File: src/rtl/ffra_pkg.sv
// Shared constants and helpers for the ffra multiply-add/accumulate unit.
package ffra_pkg;
  localparam logic ACC_LOAD = 1'b0;
  localparam logic ACC_ADD  = 1'b1;
  localparam int   EXT_W    = 64;

  function automatic int acc_w(input int bits, input int guard);
    return 2 * bits + guard;
  endfunction

  // Extend the low w bits of v to EXT_W, sign- or zero-filling above bit w-1.
  function automatic logic [EXT_W-1:0] ext(input logic [EXT_W-1:0] v, input int w,
                                           input bit sgn);
    logic [EXT_W-1:0] mask;
    logic [5:0]       msb;
    mask = {EXT_W{1'b1}} << w;
    msb  = 6'(w - 1);
    return (sgn && v[msb]) ? (v | mask) : (v & ~mask);
  endfunction
endpackage

File: src/rtl/ffra_acc.sv
// Output-stage accumulator: load or add p into o, flag overflow.
// FFRA_MAC_SAT_EN selects clamping instead of wrap-around on overflow.
module ffra_acc
  import ffra_pkg::*;
#(
  parameter int PW     = 17,
  parameter int ACC_W  = 20,
  parameter int SIGNED = 0
) (
  input  logic             clk,
  input  logic             rst_n,
  input  logic [PW-1:0]    p,
  input  logic             acc,
  input  logic             load,
  output logic [ACC_W-1:0] o,
  output logic             ovf_pulse
);
  logic [ACC_W-1:0] ep, nxt, sat;
  logic [ACC_W:0]   sum;
  logic             ovf_c;

  assign ep  = ACC_W'(ext(EXT_W'(p), PW, SIGNED != 0));
  assign sum = {1'b0, o} + {1'b0, ep};

  always_comb begin
    ovf_c = 1'b0;
    sat   = {ACC_W{1'b1}};
    if (SIGNED != 0) begin
      // Like-signed operands producing an opposite-signed sum overflowed.
      ovf_c = (o[ACC_W-1] == ep[ACC_W-1]) && (sum[ACC_W-1] != o[ACC_W-1]);
      sat   = o[ACC_W-1] ? {1'b1, {(ACC_W-1){1'b0}}} : {1'b0, {(ACC_W-1){1'b1}}};
    end else begin
      ovf_c = sum[ACC_W];
    end
  end

`ifdef FFRA_MAC_SAT_EN
  assign nxt = ovf_c ? sat : sum[ACC_W-1:0];
`else
  assign nxt = sum[ACC_W-1:0];
  logic unused_sat;
  assign unused_sat = ^sat;
`endif

  assign ovf_pulse = load && (acc == ACC_ADD) && ovf_c;

  always_ff @(posedge clk or negedge rst_n) begin
    if (!rst_n)    o <= '0;
    else if (load) o <= (acc == ACC_ADD) ? nxt : ep;
  end
endmodule

File: src/rtl/ffra_mac.sv
// Pipelined p = a*b + c with output accumulator, whole-pipeline stall and sticky ovf.
// Optional FFRA_MAC_SAT_EN: saturate the accumulator on overflow.
module ffra_mac
  import ffra_pkg::*;
#(
  parameter int BITS   = 8,
  parameter int DEPTH  = 4,
  parameter int GUARD  = 4,
  parameter int SIGNED = 0,
  localparam int ACC_W = acc_w(BITS, GUARD)
) (
  input  logic              clk,
  input  logic              rst_n,
  input  logic              in_valid,
  output logic              in_ready,
  input  logic [BITS-1:0]   a,
  input  logic [BITS-1:0]   b,
  input  logic [2*BITS-1:0] c,
  input  logic              acc,
  output logic              out_valid,
  input  logic              out_ready,
  output logic [ACC_W-1:0]  o,
  output logic              ovf,
  input  logic              ovf_clr
);
  localparam int PW = 2 * BITS + 1;
  localparam int ST = DEPTH - 1;  // registers ahead of the output stage

  logic [PW-1:0]         a_x, b_x, c_x, p_in;
  logic [ST-1:0][PW-1:0] p_pipe;
  logic [ST-1:0]         acc_pipe;
  logic [ST:0]           vld_pipe;
  logic                  advance, load, ovf_pulse;

  assign a_x  = PW'(ext(EXT_W'(a), BITS, SIGNED != 0));
  assign b_x  = PW'(ext(EXT_W'(b), BITS, SIGNED != 0));
  assign c_x  = PW'(ext(EXT_W'(c), 2 * BITS, SIGNED != 0));
  // Exact in PW bits for either signedness, so mod-2^PW arithmetic suffices.
  assign p_in = a_x * b_x + c_x;

  assign advance   = !vld_pipe[ST] || out_ready;
  assign in_ready  = advance;
  assign out_valid = vld_pipe[ST];
  assign load      = advance && vld_pipe[ST-1];

  always_ff @(posedge clk or negedge rst_n) begin
    if (!rst_n) begin
      vld_pipe <= '0;
      p_pipe   <= '0;
      acc_pipe <= '0;
    end else if (advance) begin
      vld_pipe[0] <= in_valid;
      p_pipe[0]   <= p_in;
      acc_pipe[0] <= acc;
      for (int i = 1; i < ST; i++) begin
        vld_pipe[i] <= vld_pipe[i-1];
        p_pipe[i]   <= p_pipe[i-1];
        acc_pipe[i] <= acc_pipe[i-1];
      end
      vld_pipe[ST] <= vld_pipe[ST-1];
    end
  end

  always_ff @(posedge clk or negedge rst_n) begin
    if (!rst_n)         ovf <= 1'b0;
    else if (ovf_pulse) ovf <= 1'b1;
    else if (ovf_clr)   ovf <= 1'b0;
  end

  ffra_acc #(.PW(PW), .ACC_W(ACC_W), .SIGNED(SIGNED)) u_acc (
    .clk       (clk),
    .rst_n     (rst_n),
    .p         (p_pipe[ST-1]),
    .acc       (acc_pipe[ST-1]),
    .load      (load),
    .o         (o),
    .ovf_pulse (ovf_pulse)
  );
endmodule

File: config.mk
export PLATFORM = sky130hd
export DESIGN_NAME = ffra_mac
export DESIGN_NICKNAME = d
export VERILOG_FILES = /design/src/rtl/ffra_pkg.sv /design/src/rtl/ffra_acc.sv /design/src/rtl/ffra_mac.sv
export SDC_FILE = /design/constraint.sdc
export NUM_CORES = 1
export LEC_CHECK = 0
export ABC_AREA = 1
export CORE_MARGIN = 2
export CORE_UTILIZATION = 55
export CTS_BUF_LIST = sky130_fd_sc_hd__clkbuf_8 sky130_fd_sc_hd__clkbuf_16
export DETAILED_ROUTE_END_ITERATION = 12
export PLACE_DENSITY = 0.76
export SKIP_CTS_REPAIR_TIMING = 1
export SYNTH_ARGS = -nofsm -noshare
export SYNTH_HDL_FRONTEND = slang
export SYNTH_HIERARCHICAL = 1
export SYNTH_SLANG_ARGS = --single-unit
File: constraint.sdc
create_clock -name clk -period 2.2 [get_ports clk]
set_input_delay 0.55 -clock clk [delete_from_list [all_inputs] [get_ports clk]]
set_output_delay 0.55 -clock clk [all_outputs]
set_load 0.1 [all_outputs]
==> results of run 1 <==
[how the worst min path moves through the flow]
stage / startpoint / end / slack (ps) / cells after the start
after floorplan: rst_n / acc_pipe[0]$_DFFE_PN0N_ / 250 / 0
after global placement: p_pipe[21]$_DFFE_PN0N_ / p_pipe[38]$_DFFE_PN0N_ / 450 / 2
after detailed placement: p_pipe[25]$_DFFE_PN0N_ / p_pipe[42]$_DFFE_PN0N_ / 450 / 2
after CTS: rst_n / p_pipe[20]$_DFFE_PN0N_ / 100 / 1
after global routing: rst_n / p_pipe[20]$_DFFE_PN0N_ / 120 / 1
final: rst_n / p_pipe[3]$_DFFE_PN0N_ / 100 / 1
[power by group through the flow]
stage	clock, uW	sequential, uW	combinational, uW
6_report	1500	2750	10100
5_1_grt	1590	2840	11200
4_1_cts	1520	2740	9230
3_5_place_dp	0	2760	9170
3_3_place_gp	0	2740	8990
2_1_floorplan	0	3780	5930
[registers in the layout, summed over array words and instances, names as in the netlist]
register  cells
acc_pipe      3
p_pipe       51
ovf           1
vld_pipe      4
u_acc/o      20
[kinds of logic after synthesis]
family,share of synthesized area (%)
adder cells (fa/ha/maj),23.7
XOR/XNOR,0.365
buffers and inverters,13.8
AO/OA/AOI/OAI,3.36
flip-flops,27.5
AND/OR/NAND/NOR,31.4
[metrics by stage]
stage                     area, um2  std cells  TNS (ps)
after global placement         8480       1293    -30470
after floorplan                7710       1045    -18920
after CTS                      8780       1309    -25640
after global routing           9190       1319    -20320
final                          9190       1319    -18640
after detailed placement       8480       1293    -31350
[placed cells by master, fill, tap and decap left out, types with 3 or more instances in the layout]
| master | netlist | layout |
|---|---|---|
| ha_4 | 0 | 12 |
| clkbuf_16 | 0 | 9 |
| fa_2 | 0 | 11 |
| buf_8 | 0 | 3 |
| dlymetal6s2s_1 | 0 | 5 |
| nor2_2 | 3 | 5 |
| nand2_4 | 0 | 14 |
| o21ai_1 | 2 | 4 |
| dfrtp_2 | 0 | 11 |
| nor3_1 | 6 | 6 |
| a21oi_1 | 22 | 21 |
| nor2_1 | 50 | 44 |
| dfrtp_1 | 79 | 68 |
| clkdlybuf4s50_1 | 0 | 15 |
| inv_8 | 0 | 3 |
| nand4_1 | 6 | 6 |
| inv_2 | 2 | 31 |
| ha_1 | 53 | 40 |
| inv_1 | 219 | 189 |
| buf_4 | 3 | 72 |
| buf_6 | 2 | 18 |
| nand3_2 | 4 | 13 |
| o21ai_0 | 15 | 13 |
| nand2_1 | 419 | 368 |
| buf_12 | 0 | 4 |
| nand3_4 | 0 | 4 |
| or2_1 | 3 | 3 |
| nand2_2 | 10 | 47 |
| o211ai_1 | 4 | 4 |
| nor2_4 | 0 | 4 |
| fa_1 | 52 | 41 |
| nand3_1 | 54 | 41 |
[worst max-delay path, delay by kind of cell]
| kind | cells | cell delay (ps) |
|---|---|---|
| buffers and inverters | 7 | 530 |
| adder cells (fa/ha/maj) | 5 | 2270 |
| AND/OR/NAND/NOR | 8 | 640 |
[cell usage after synthesis, drive strengths merged]
cell type,count
nand3,58
o21ai,17
o211ai,4
inv,221
nand2,429
and3,1
o21bai,1
or2,4
ha,53
buf,10
dfrtp,79
fa,52
xnor2,3
a21oi,23
clkbuf,24
nand4,6
nor2,53
nor3,6
nand3b,1
[final cells by class]
cell class	count	area, um2
well taps	172	215
clock buffers	9	225
flip-flops and latches	79	1990
inverters	221	832
multi-input cells	711	4750
fillers	1078	3530
repair buffers	120	1100
clock inverters	7	73.8
[routing by layer]
metal  vias up  track usage, %  share of wire [%]
li1       3293               -                  -
met1      3055            31.6                 44
met2       157            40.8                 50
met3        27            3.96                4.5
met4         0            6.62                1.9
met5         -               0                  0
==> impl_metrics.env, run 1 <==
export IMPL_outcome="finished, violations left"
export IMPL_violations="negative setup slack"
export IMPL_worst_ep_arrival_time_ps=3990
export IMPL_cp_max_fo=5
export IMPL_wl_per_cell_um=12.4
export IMPL_numCtsBuffers=9
export IMPL_min_period_ps=3750
export IMPL_required_ps=2440
export IMPL_avgSynthCellArea_um2=6.89
export IMPL_setup_violations=14
export IMPL_relSlewSlack_pct=45.7
export IMPL_pre_cts_ws_ps=-2340
export IMPL_hold_class="in -> async"
export IMPL_cp_end_kind="flip-flop"
export IMPL_slowest_delay_ps=550
export IMPL_fmax_ghz=0.267
export IMPL_final_util_pct=72.2
export IMPL_area_delta_synth_final_pct=27.7
export IMPL_cts_tree="done"
export IMPL_combPwrFrac_pct=70.3
export IMPL_cts_root_buffer="clkbuf_16"
export IMPL_syn_inst=1045
export IMPL_reg2reg_depth=13
export IMPL_reg2reg_from="p_pipe[34]$_DFFE_PN0N_"
export IMPL_rrSetupSlack_ps=150
export IMPL_layout_nets=1285
export IMPL_rr_endpoint="u_acc/o[16]$_DFFE_PN0P_"
export IMPL_maxCapViolations=0
export IMPL_pwr_share_clk_pct=10.5
export IMPL_p_per_area_nw_per_um2=1560
export IMPL_finalCritPeriodShare_pct=170
export IMPL_synthTopCellsByArea="dfrtp_1 (27%), nand2_1 (22%), fa_1 (14%)"
export IMPL_clk_pin_slew_ps=70
export IMPL_crit_end="p_pipe[15]$_DFFE_PN0N_"
export IMPL_start_util_pct=56.6
export IMPL_dp_hpwl_um=12400
export IMPL_core_area_um2=12700
export IMPL_ys_types=28
export IMPL_worstPathCellList="buf_6, buf_6, buf_12, nand2_4, inv_2, fa_2, fa_2, fa_1, inv_1, fa_1, inv_2, ha_4, nand2_4, inv_2, nand2_4, nand2_2, nand2_1, nand4_1, nand3_2, nand2_2"
export IMPL_layout_setup_ws_ps=-1550
export IMPL_grt_pass1_vias=6322
export IMPL_cts_buffer_depth=2
export IMPL_wirelength_um=16300
export IMPL_p_int_uw=6700
export IMPL_cts_sinks=79
export IMPL_io_pins=61
export IMPL_cp_start_kind="primary input"
export IMPL_p_total_uw=14300
export IMPL_swShare_pct=53.1
export IMPL_crit_start="a[4]"
export IMPL_vias=6532
export IMPL_tightest_slew_ps=814
export IMPL_io_buffer_count=60
export IMPL_yosys_warnings=6
export IMPL_synth_fp_nets=1188
export IMPL_netlist_area_leader_share_pct=27.5
export IMPL_drc=0
export IMPL_die_area_um2=14000
export IMPL_grt_ovfl_total=0
export IMPL_clk_latency_ps=350
export IMPL_power_leakage_uw=0.00529
export IMPL_cts_max_level=3
export IMPL_p_seq_share_pct=19.2
export IMPL_irDropWorstVdd_v=0.000826
export IMPL_detail_route_vias_per_cell=4.95
export IMPL_maxSlewViolCount=0
export IMPL_die_h_um=118
export IMPL_skew_ps=8.23
export IMPL_rows=41
export IMPL_switchingPower_uw=7600
export IMPL_diodes=0
export IMPL_hold_violations=0
export IMPL_drt_iter0_markers=425
export IMPL_synth_top_area_cell="dfrtp_1"
export IMPL_antenna_found_initial=0
export IMPL_grt_max_degree=59
export IMPL_gp_congestion=0.897
export IMPL_synth_area_um2=7200
export IMPL_rsz0062_at_grt="true"
export IMPL_grt_pass1_wl_um=27900
export IMPL_drtAntennaViolNets=0
export IMPL_slowest_stage="fa_2"
export IMPL_grt_use_total_pct=24.0
export IMPL_timing_hold_ws_ps=98.6
export IMPL_die_x_um=118
export IMPL_drtPass1Iterations=6
export IMPL_seq_area_frac_synth_pct=27.5
export IMPL_synth_seq_cells=79
export IMPL_path_class="in -> reg"
export IMPL_drive_above_1_share_pct=23.9
Note: power is estimated with default switching activity, not from simulation.
==> run 2: changes to the inputs <==
--- a/config.mk
+++ b/config.mk
@@ -7,12 +7,10 @@
 export LEC_CHECK = 0
 export ABC_AREA = 1
 export CORE_MARGIN = 2
-export CORE_UTILIZATION = 55
+export CORE_UTILIZATION = 25
 export CTS_BUF_LIST = sky130_fd_sc_hd__clkbuf_8 sky130_fd_sc_hd__clkbuf_16
 export DETAILED_ROUTE_END_ITERATION = 12
-export PLACE_DENSITY = 0.76
 export SKIP_CTS_REPAIR_TIMING = 1
 export SYNTH_ARGS = -nofsm -noshare
 export SYNTH_HDL_FRONTEND = slang
-export SYNTH_HIERARCHICAL = 1
 export SYNTH_SLANG_ARGS = --single-unit
==> run 2 against run 1 <==
Effect of this change: the run still ends with negative setup slack left; critical path depth decreased by 4; die area increased by 100%; via count decreased by 13%; global-route usage decreased by 13 points; setup slack improved by 53 ps; fmax increased by 1.4%; synthesized cell count decreased by 13%; non-clock buffer count decreased by 2; clock power increased by 3%; power decreased by 6.9%; critical path type unchanged.
==> impl_metrics.env, run 2 <==
export IMPL_layout_nets=1152
export IMPL_grt_pass1_vias=5533
export IMPL_wl_per_cell_um=11.2
export IMPL_seq_area_frac_synth_pct=28.9
export IMPL_p_per_area_nw_per_um2=1470
export IMPL_die_area_um2=28700
export IMPL_rows=60
export IMPL_p_seq_share_pct=19.6
export IMPL_tightest_slew_ps=528
export IMPL_grt_max_degree=61
export IMPL_setup_violations=15
export IMPL_synth_top_area_cell="dfrtp_1"
export IMPL_diodes=0
export IMPL_worstPathCellList="buf_6, buf_6, nand2_2, inv_2, fa_1, fa_1, fa_1, inv_2, fa_1, inv_2, ha_4, nand2_4, o21ai_4, a21oi_2, or2_0, a31oi_1"
export IMPL_skew_ps=9.26
export IMPL_synth_edf_count=0
export IMPL_p_int_uw=6600
export IMPL_syn_inst=911
export IMPL_gp_congestion=0.893
export IMPL_drt_iter0_markers=318
export IMPL_slowest_stage="fa_1"
export IMPL_drc=0
export IMPL_io_buffer_count=60
export IMPL_fmax_ghz=0.271
export IMPL_pwr_share_clk_pct=11.6
export IMPL_synth_seq_cells=79
export IMPL_ys_types=37
export IMPL_reg_top3="p_pipe (51), u_acc.o (20), vld_pipe (4)"
export IMPL_swShare_pct=50.5
export IMPL_cts_tree="done"
export IMPL_numCtsBuffers=9
export IMPL_multi_input_area_um2=4450
export IMPL_vias=5680
export IMPL_worst_ep_arrival_time_ps=3950
export IMPL_antenna_found_initial=0
export IMPL_rsz0062_at_grt="true"
export IMPL_cp_common_cell="fa_1"
export IMPL_cts_buffer_depth=2
export IMPL_layout_common_cells="nand2_1 (249), inv_1 (172), dfrtp_1 (76)"
export IMPL_synth_area_um2=6840
export IMPL_irDropWorstVdd_v=0.000537
export IMPL_core_area_um2=26900
export IMPL_netlist_area_leader_share_pct=28.9
export IMPL_drtAntennaViolNets=0
export IMPL_die_h_um=169
export IMPL_outcome="finished, violations left"
export IMPL_clk_pin_slew_ps=70
export IMPL_avgSynthCellArea_um2=7.51
export IMPL_yosysMostFrequentCell="nand2_1"
export IMPL_drive_above_1_share_pct=24.1
export IMPL_grt_ovfl_total=0
export IMPL_io_pins=61
export IMPL_synthTopCellsByCount="nand2_1 (268), inv_1 (198), dfrtp_1 (79)"
export IMPL_hold_class="in -> async"
export IMPL_largest_reg_flops=51
export IMPL_p_total_uw=13300
export IMPL_cp_start_kind="primary input"
export IMPL_grt_pass1_wl_um=25900
export IMPL_relSlewSlack_pct=64.8
export IMPL_start_util_pct=25.4
export IMPL_grt_use_total_pct=10.9
export IMPL_detail_route_vias_per_cell=4.19
export IMPL_drtPass1Iterations=5
export IMPL_hold_violations=0
export IMPL_cts_sinks=79
export IMPL_area_delta_synth_final_pct=32.5
export IMPL_finalCritPeriodShare_pct=168
export IMPL_ys_flop_type="dfrtp_1"
export IMPL_required_ps=2450
export IMPL_num_fill_cells=2843
export IMPL_min_period_ps=3700
export IMPL_cts_root_buffer="clkbuf_16"
export IMPL_layout_setup_ws_ps=-1500
export IMPL_cp_end_kind="flip-flop"
export IMPL_maxSlewViolCount=0
export IMPL_synth_fp_nets=1054
export IMPL_yosys_warnings=0
export IMPL_layout_area_seq_um2=1980
export IMPL_switchingPower_uw=6720
export IMPL_cp_max_fo=5
export IMPL_violations="negative setup slack"
export IMPL_top_register="p_pipe"
export IMPL_clk_latency_ps=340
export IMPL_synth_async_reset_ratio_pct=100
export IMPL_combPwrFrac_pct=68.8
export IMPL_timing_hold_ws_ps=194
export IMPL_maxCapViolations=0
export IMPL_slowest_delay_ps=560
export IMPL_die_x_um=169
export IMPL_path_class="in -> reg"
export IMPL_wirelength_um=15200
export IMPL_synthTopCellsByArea="dfrtp_1 (29%), fa_1 (15%), nand2_1 (15%)"
export IMPL_final_common_cell="nand2_1"
export IMPL_power_leakage_uw=0.00477
export IMPL_dp_hpwl_um=12100
export IMPL_cts_max_level=3
-- run 2: changes by cell type after synthesis, sizes merged, moves of 3 or more --
cell    change
o221ai      +3
a31oi       +3
nor3        -4
nand2     -152
nand3b      +5
a22o        +3
clkbuf      -4
nand3      -19
o21ai      +45
a21oi      +10
inv        -19
nor2       -10
-- run 2: cell families (layout without fill, tap and decap cells) --
logic type / Yosys count / in the layout / share of synthesized area [%]
compound gates: 110 / 110 / 8.78
xor+xnor: 7 / 7 / 0.896
fa+ha+maj: 105 / 105 / 24.9
buf+inv: 233 / 336 / 13.1
flops: 79 / 79 / 28.9
simple gates: 377 / 377 / 23.4
-- run 2: path summary, 6_finish.rpt --
path,from,endpoint,slack (ps),depth (start not counted)
min in group clk,p_pipe[19]$_DFFE_PN0N_,p_pipe[36]$_DFFE_PN0N_,470,2
worst max register to register,u_acc.o[0]$_DFFE_PN0P_,u_acc.o[16]$_DFFE_PN0P_,210,13
worst min-delay path,rst_n,u_acc.o[7]$_DFFE_PN0P_,190,1
max in group asynchronous,rst_n,p_pipe[5]$_DFFE_PN0N_,1420,2
worst max-delay path,b[5],p_pipe[9]$_DFFE_PN0N_,-1500,16
worst min register to register,p_pipe[19]$_DFFE_PN0N_,p_pipe[36]$_DFFE_PN0N_,470,2
-- run 2: worst max-delay path, delay by kind of cell --
family	cells	cell delay (ps)
buf+inv	5	330
fa+ha+maj	5	2370
compound gates	3	340
simple gates	3	340
-- run 2: area by class of cell --
class,instances,area share [%]
clock inverters,6,0.828
clock buffers,10,2.64
repair buffers,118,12.5
inverters,202,8.39
flip-flops and latches,79,21.9
multi-input cells,599,49.1
well taps,341,4.71
-- run 2: through the flow --
stage / util, % / setup slack, ps / instances / cell area [um2] / TNS, ps
final: 33.7 / -1500 / 1355 / 9060 / -18320
after detailed placement: 31.0 / -2440 / 1328 / 8340 / -31460
after global routing: 33.7 / -1670 / 1355 / 9060 / -20310
after floorplan: - / -1600 / 911 / 7270 / -19420
after CTS: 32.2 / -2080 / 1344 / 8650 / -25770
after global placement: 31.0 / -2340 / 1328 / 8340 / -30820
-- run 2: metal layers --
| layer | wire [um] | part of all wire [%] | track usage, % | vias to the layer above |
|---|---|---|---|---|
| met5 | 0 | 0 | 0 | - |
| met4 | 192 | 1.3 | 2.49 | 0 |
| met3 | 502 | 3.3 | 1.47 | 17 |
| met2 | 6810 | 45 | 17.8 | 93 |
| met1 | 7730 | 51 | 15.3 | 2606 |
| li1 | - | - | - | 2964 |
-- run 2: power groups by stage --
stage | Combinational [uW] | Clock (uW) | Sequential (uW)
2_1_floorplan | 5440 | 0 | 3630
3_3_place_gp | 8440 | 0 | 2620
3_5_place_dp | 8530 | 0 | 2640
4_1_cts | 8580 | 1590 | 2610
5_1_grt | 10200 | 1650 | 2700
6_report | 9160 | 1550 | 2610
==> run 3: changes to the inputs <==
--- a/config.mk
+++ b/config.mk
@@ -5,11 +5,11 @@
 export SDC_FILE = /design/constraint.sdc
 export NUM_CORES = 1
 export LEC_CHECK = 0
-export ABC_AREA = 1
 export CORE_MARGIN = 2
 export CORE_UTILIZATION = 25
 export CTS_BUF_LIST = sky130_fd_sc_hd__clkbuf_8 sky130_fd_sc_hd__clkbuf_16
 export DETAILED_ROUTE_END_ITERATION = 12
+export GPL_TIMING_DRIVEN = 0
 export SKIP_CTS_REPAIR_TIMING = 1
 export SYNTH_ARGS = -nofsm -noshare
 export SYNTH_HDL_FRONTEND = slang
==> run 3 against run 2 <==
Effect of this change: the run still ends with negative setup slack left; via count shrank 8.6%; sequential share of layout area grew 1.3 points; first-iteration DRC count shrank 20%; critical path type unchanged.
==> impl_metrics.env, run 3 <==
export IMPL_outcome="finished, violations left"
export IMPL_violations="negative setup slack"
export IMPL_relSlewSlack_pct=33.8
export IMPL_detail_route_vias_per_cell=4.36
export IMPL_cts_sinks=79
export IMPL_cts_root_buffer="clkbuf_16"
export IMPL_worst_ep_arrival_time_ps=4300
export IMPL_dp_hpwl_um=11900
export IMPL_ys_types=57
export IMPL_stdcell_count=1191
export IMPL_grt_pass1_wl_um=25000
export IMPL_required_ps=2410
export IMPL_min_period_ps=4090
export IMPL_synth_seq_cells=79
export IMPL_cts_max_level=3
export IMPL_area_delta_synth_final_pct=33.5
export IMPL_finalCritPeriodShare_pct=186
export IMPL_fmax_ghz=0.245
export IMPL_final_common_cell="nand2_1"
export IMPL_cts_buffer_depth=2
export IMPL_placed_area_um2=7910
export IMPL_ys_flop_type="dfrtp_1"
export IMPL_crit_family="adder cells"
export IMPL_p_per_area_nw_per_um2=1510
export IMPL_place_inst=1162
export IMPL_grt_ovfl_total=0
export IMPL_irDropWorstVdd_v=0.00106
export IMPL_path_class="in -> reg"
export IMPL_worstPathCellList="buf_12, and2_4, fa_2, fa_1, fa_1, inv_1, fa_1, inv_2, ha_4, a41oi_2, o21ai_1, a31o_2, o311a_1, nor2_2, xor2_1, o21ai_1"
export IMPL_maxCapViolations=0
export IMPL_die_x_um=166
export IMPL_synth_async_reset_ratio_pct=100
export IMPL_diodes=0
export IMPL_die_area_um2=27400
export IMPL_die_h_um=166
export IMPL_layout_setup_ws_ps=-1890
export IMPL_drive_above_1_share_pct=21.7
export IMPL_cp_max_fo=5
export IMPL_synth_edf_count=0
export IMPL_netlist_area_leader_share_pct=30.3
export IMPL_start_util_pct=25.2
export IMPL_grt_max_degree=64
export IMPL_yosysMostFrequentCell="nand2_1"
export IMPL_setup_violations=22
export IMPL_cp_common_cell="fa_1"
export IMPL_layout_nets=994
export IMPL_hold_class="in -> async"
export IMPL_power_leakage_uw=0.00434
export IMPL_top_register="p_pipe"
export IMPL_synthTopCellsByCount="nand2_1 (193), inv_1 (110), dfrtp_1 (79)"
export IMPL_cp_end_kind="flip-flop"
export IMPL_cts_tree="done"
export IMPL_synth_fp_nets=909
export IMPL_hold_violations=0
export IMPL_num_fill_cells=2701
export IMPL_skew_ps=7.07
export IMPL_drtAntennaViolNets=0
export IMPL_maxSlewViolCount=0
export IMPL_vias=5193
export IMPL_core_area_um2=25800
export IMPL_syn_inst=766
export IMPL_synth_area_um2=6520
export IMPL_slowest_stage="fa_2"
export IMPL_grt_use_total_pct=11.4
export IMPL_final_area_um2=8700
export IMPL_clk_pin_slew_ps=70
export IMPL_wl_per_cell_um=12.8
export IMPL_clk_latency_ps=340
export IMPL_gp_congestion=0.856
export IMPL_slowest_delay_ps=570
export IMPL_wirelength_um=15200
export IMPL_path_buf_inv=3
export IMPL_yosys_warnings=0
export IMPL_drt_iter0_markers=255
export IMPL_rows=59
export IMPL_cp_start_kind="primary input"
export IMPL_seq_area_frac_synth_pct=30.3
export IMPL_largest_reg_flops=51
export IMPL_antenna_found_initial=0
export IMPL_grt_pass1_vias=5014
export IMPL_rsz0062_at_grt="true"
export IMPL_tightest_slew_ps=991
export IMPL_reg_top3="p_pipe (51), u_acc.o (20), vld_pipe (4)"
export IMPL_layout_common_cells="nand2_1 (185), inv_1 (88), dfrtp_1 (61)"
export IMPL_io_buffer_count=60
export IMPL_numCtsBuffers=9
export IMPL_drtPass1Iterations=4
export IMPL_synth_top_area_cell="dfrtp_1"
export IMPL_io_pins=61
export IMPL_avgSynthCellArea_um2=8.52
export IMPL_synthTopCellsByArea="dfrtp_1 (30%), fa_1 (16%), nand2_1 (11%)"
export IMPL_drc=0
==> run 3: cell families after synthesis <==
logic type / Yosys count / synth area share (%)
compound gates: 126 / 12.2
xor+xnor: 16 / 2.15
fa+ha+maj: 105 / 26.1
buf+inv: 134 / 7.79
flops: 79 / 30.3
mux: 7 / 1.07
simple gates: 299 / 20.3
==> run 3: worst paths after layout <==
| kind | from | endpoint | slack (ps) | depth (start not counted) |
|---|---|---|---|---|
| setup / recovery | a[3] | p_pipe[14]$_DFFE_PN0N_ | -1890 | 16 |
| hold / removal | rst_n | u_acc.o[4]$_DFFE_PN0P_ | 80 | 1 |
| setup reg to reg | u_acc.o[0]$_DFFE_PN0P_ | u_acc.o[14]$_DFFE_PN0P_ | -330 | 10 |
| hold reg to reg | p_pipe[31]$_DFFE_PN0N_ | p_pipe[31]$_DFFE_PN0N_ | 460 | 2 |
| max in group asynchronous | rst_n | vld_pipe[3]$_DFFE_PN0N_ | 1520 | 2 |
| min in group clk | p_pipe[31]$_DFFE_PN0N_ | p_pipe[31]$_DFFE_PN0N_ | 460 | 2 |
==> run 3: per-stage QoR <==
stage          setup TNS (ps)  total power (uW)  worst slack [ps]  hold slack [ps]  util [%]
2_1_floorplan          -20840              9040             -1900              254         -
3_3_place_gp          -243340             10800             -2960              451      30.5
3_5_place_dp           -57140             10900             -2970              448      30.6
4_1_cts                -41720             12300             -2610             82.5      31.6
5_1_grt                -23610             14300             -1990             96.9      33.7
6_report               -20630             13100             -1890             76.2      33.7
==> run 3: cell type report <==
class | count | area, um2 | area share (%)
Tap cell | 335 | 419 | 4.82
Inverter | 110 | 420 | 4.83
Clock buffer | 9 | 225 | 2.59
Sequential cell | 79 | 2020 | 23.2
Multi-Input combinational cell | 553 | 4600 | 52.8
Timing Repair Buffer | 77 | 880 | 10.1
Buffer | 21 | 104 | 1.19
Clock inverter | 7 | 41.3 | 0.474
==> run 3: metal layers <==
metal  share of wire (%)  global-route usage [%]  wire [um]  vias up
li1                    -                       -          -     2650
met1                  50                    16.2       7620     2459
met2                  46                    18.1       7040       71
met3                 2.6                   0.999        392       13
met4                 1.2                    3.72        189        0
met5                   0                       0          0        -
==> run 3: power breakdown <==
| group | switching [uW] | internal, uW | total (uW) | leakage (uW) |
|---|---|---|---|---|
| Clock | 610 | 756 | 1370 | 0.000134 |
| Sequential | 588 | 2230 | 2810 | 0.000937 |
| Combinational | 5270 | 3690 | 8950 | 0.00327 |
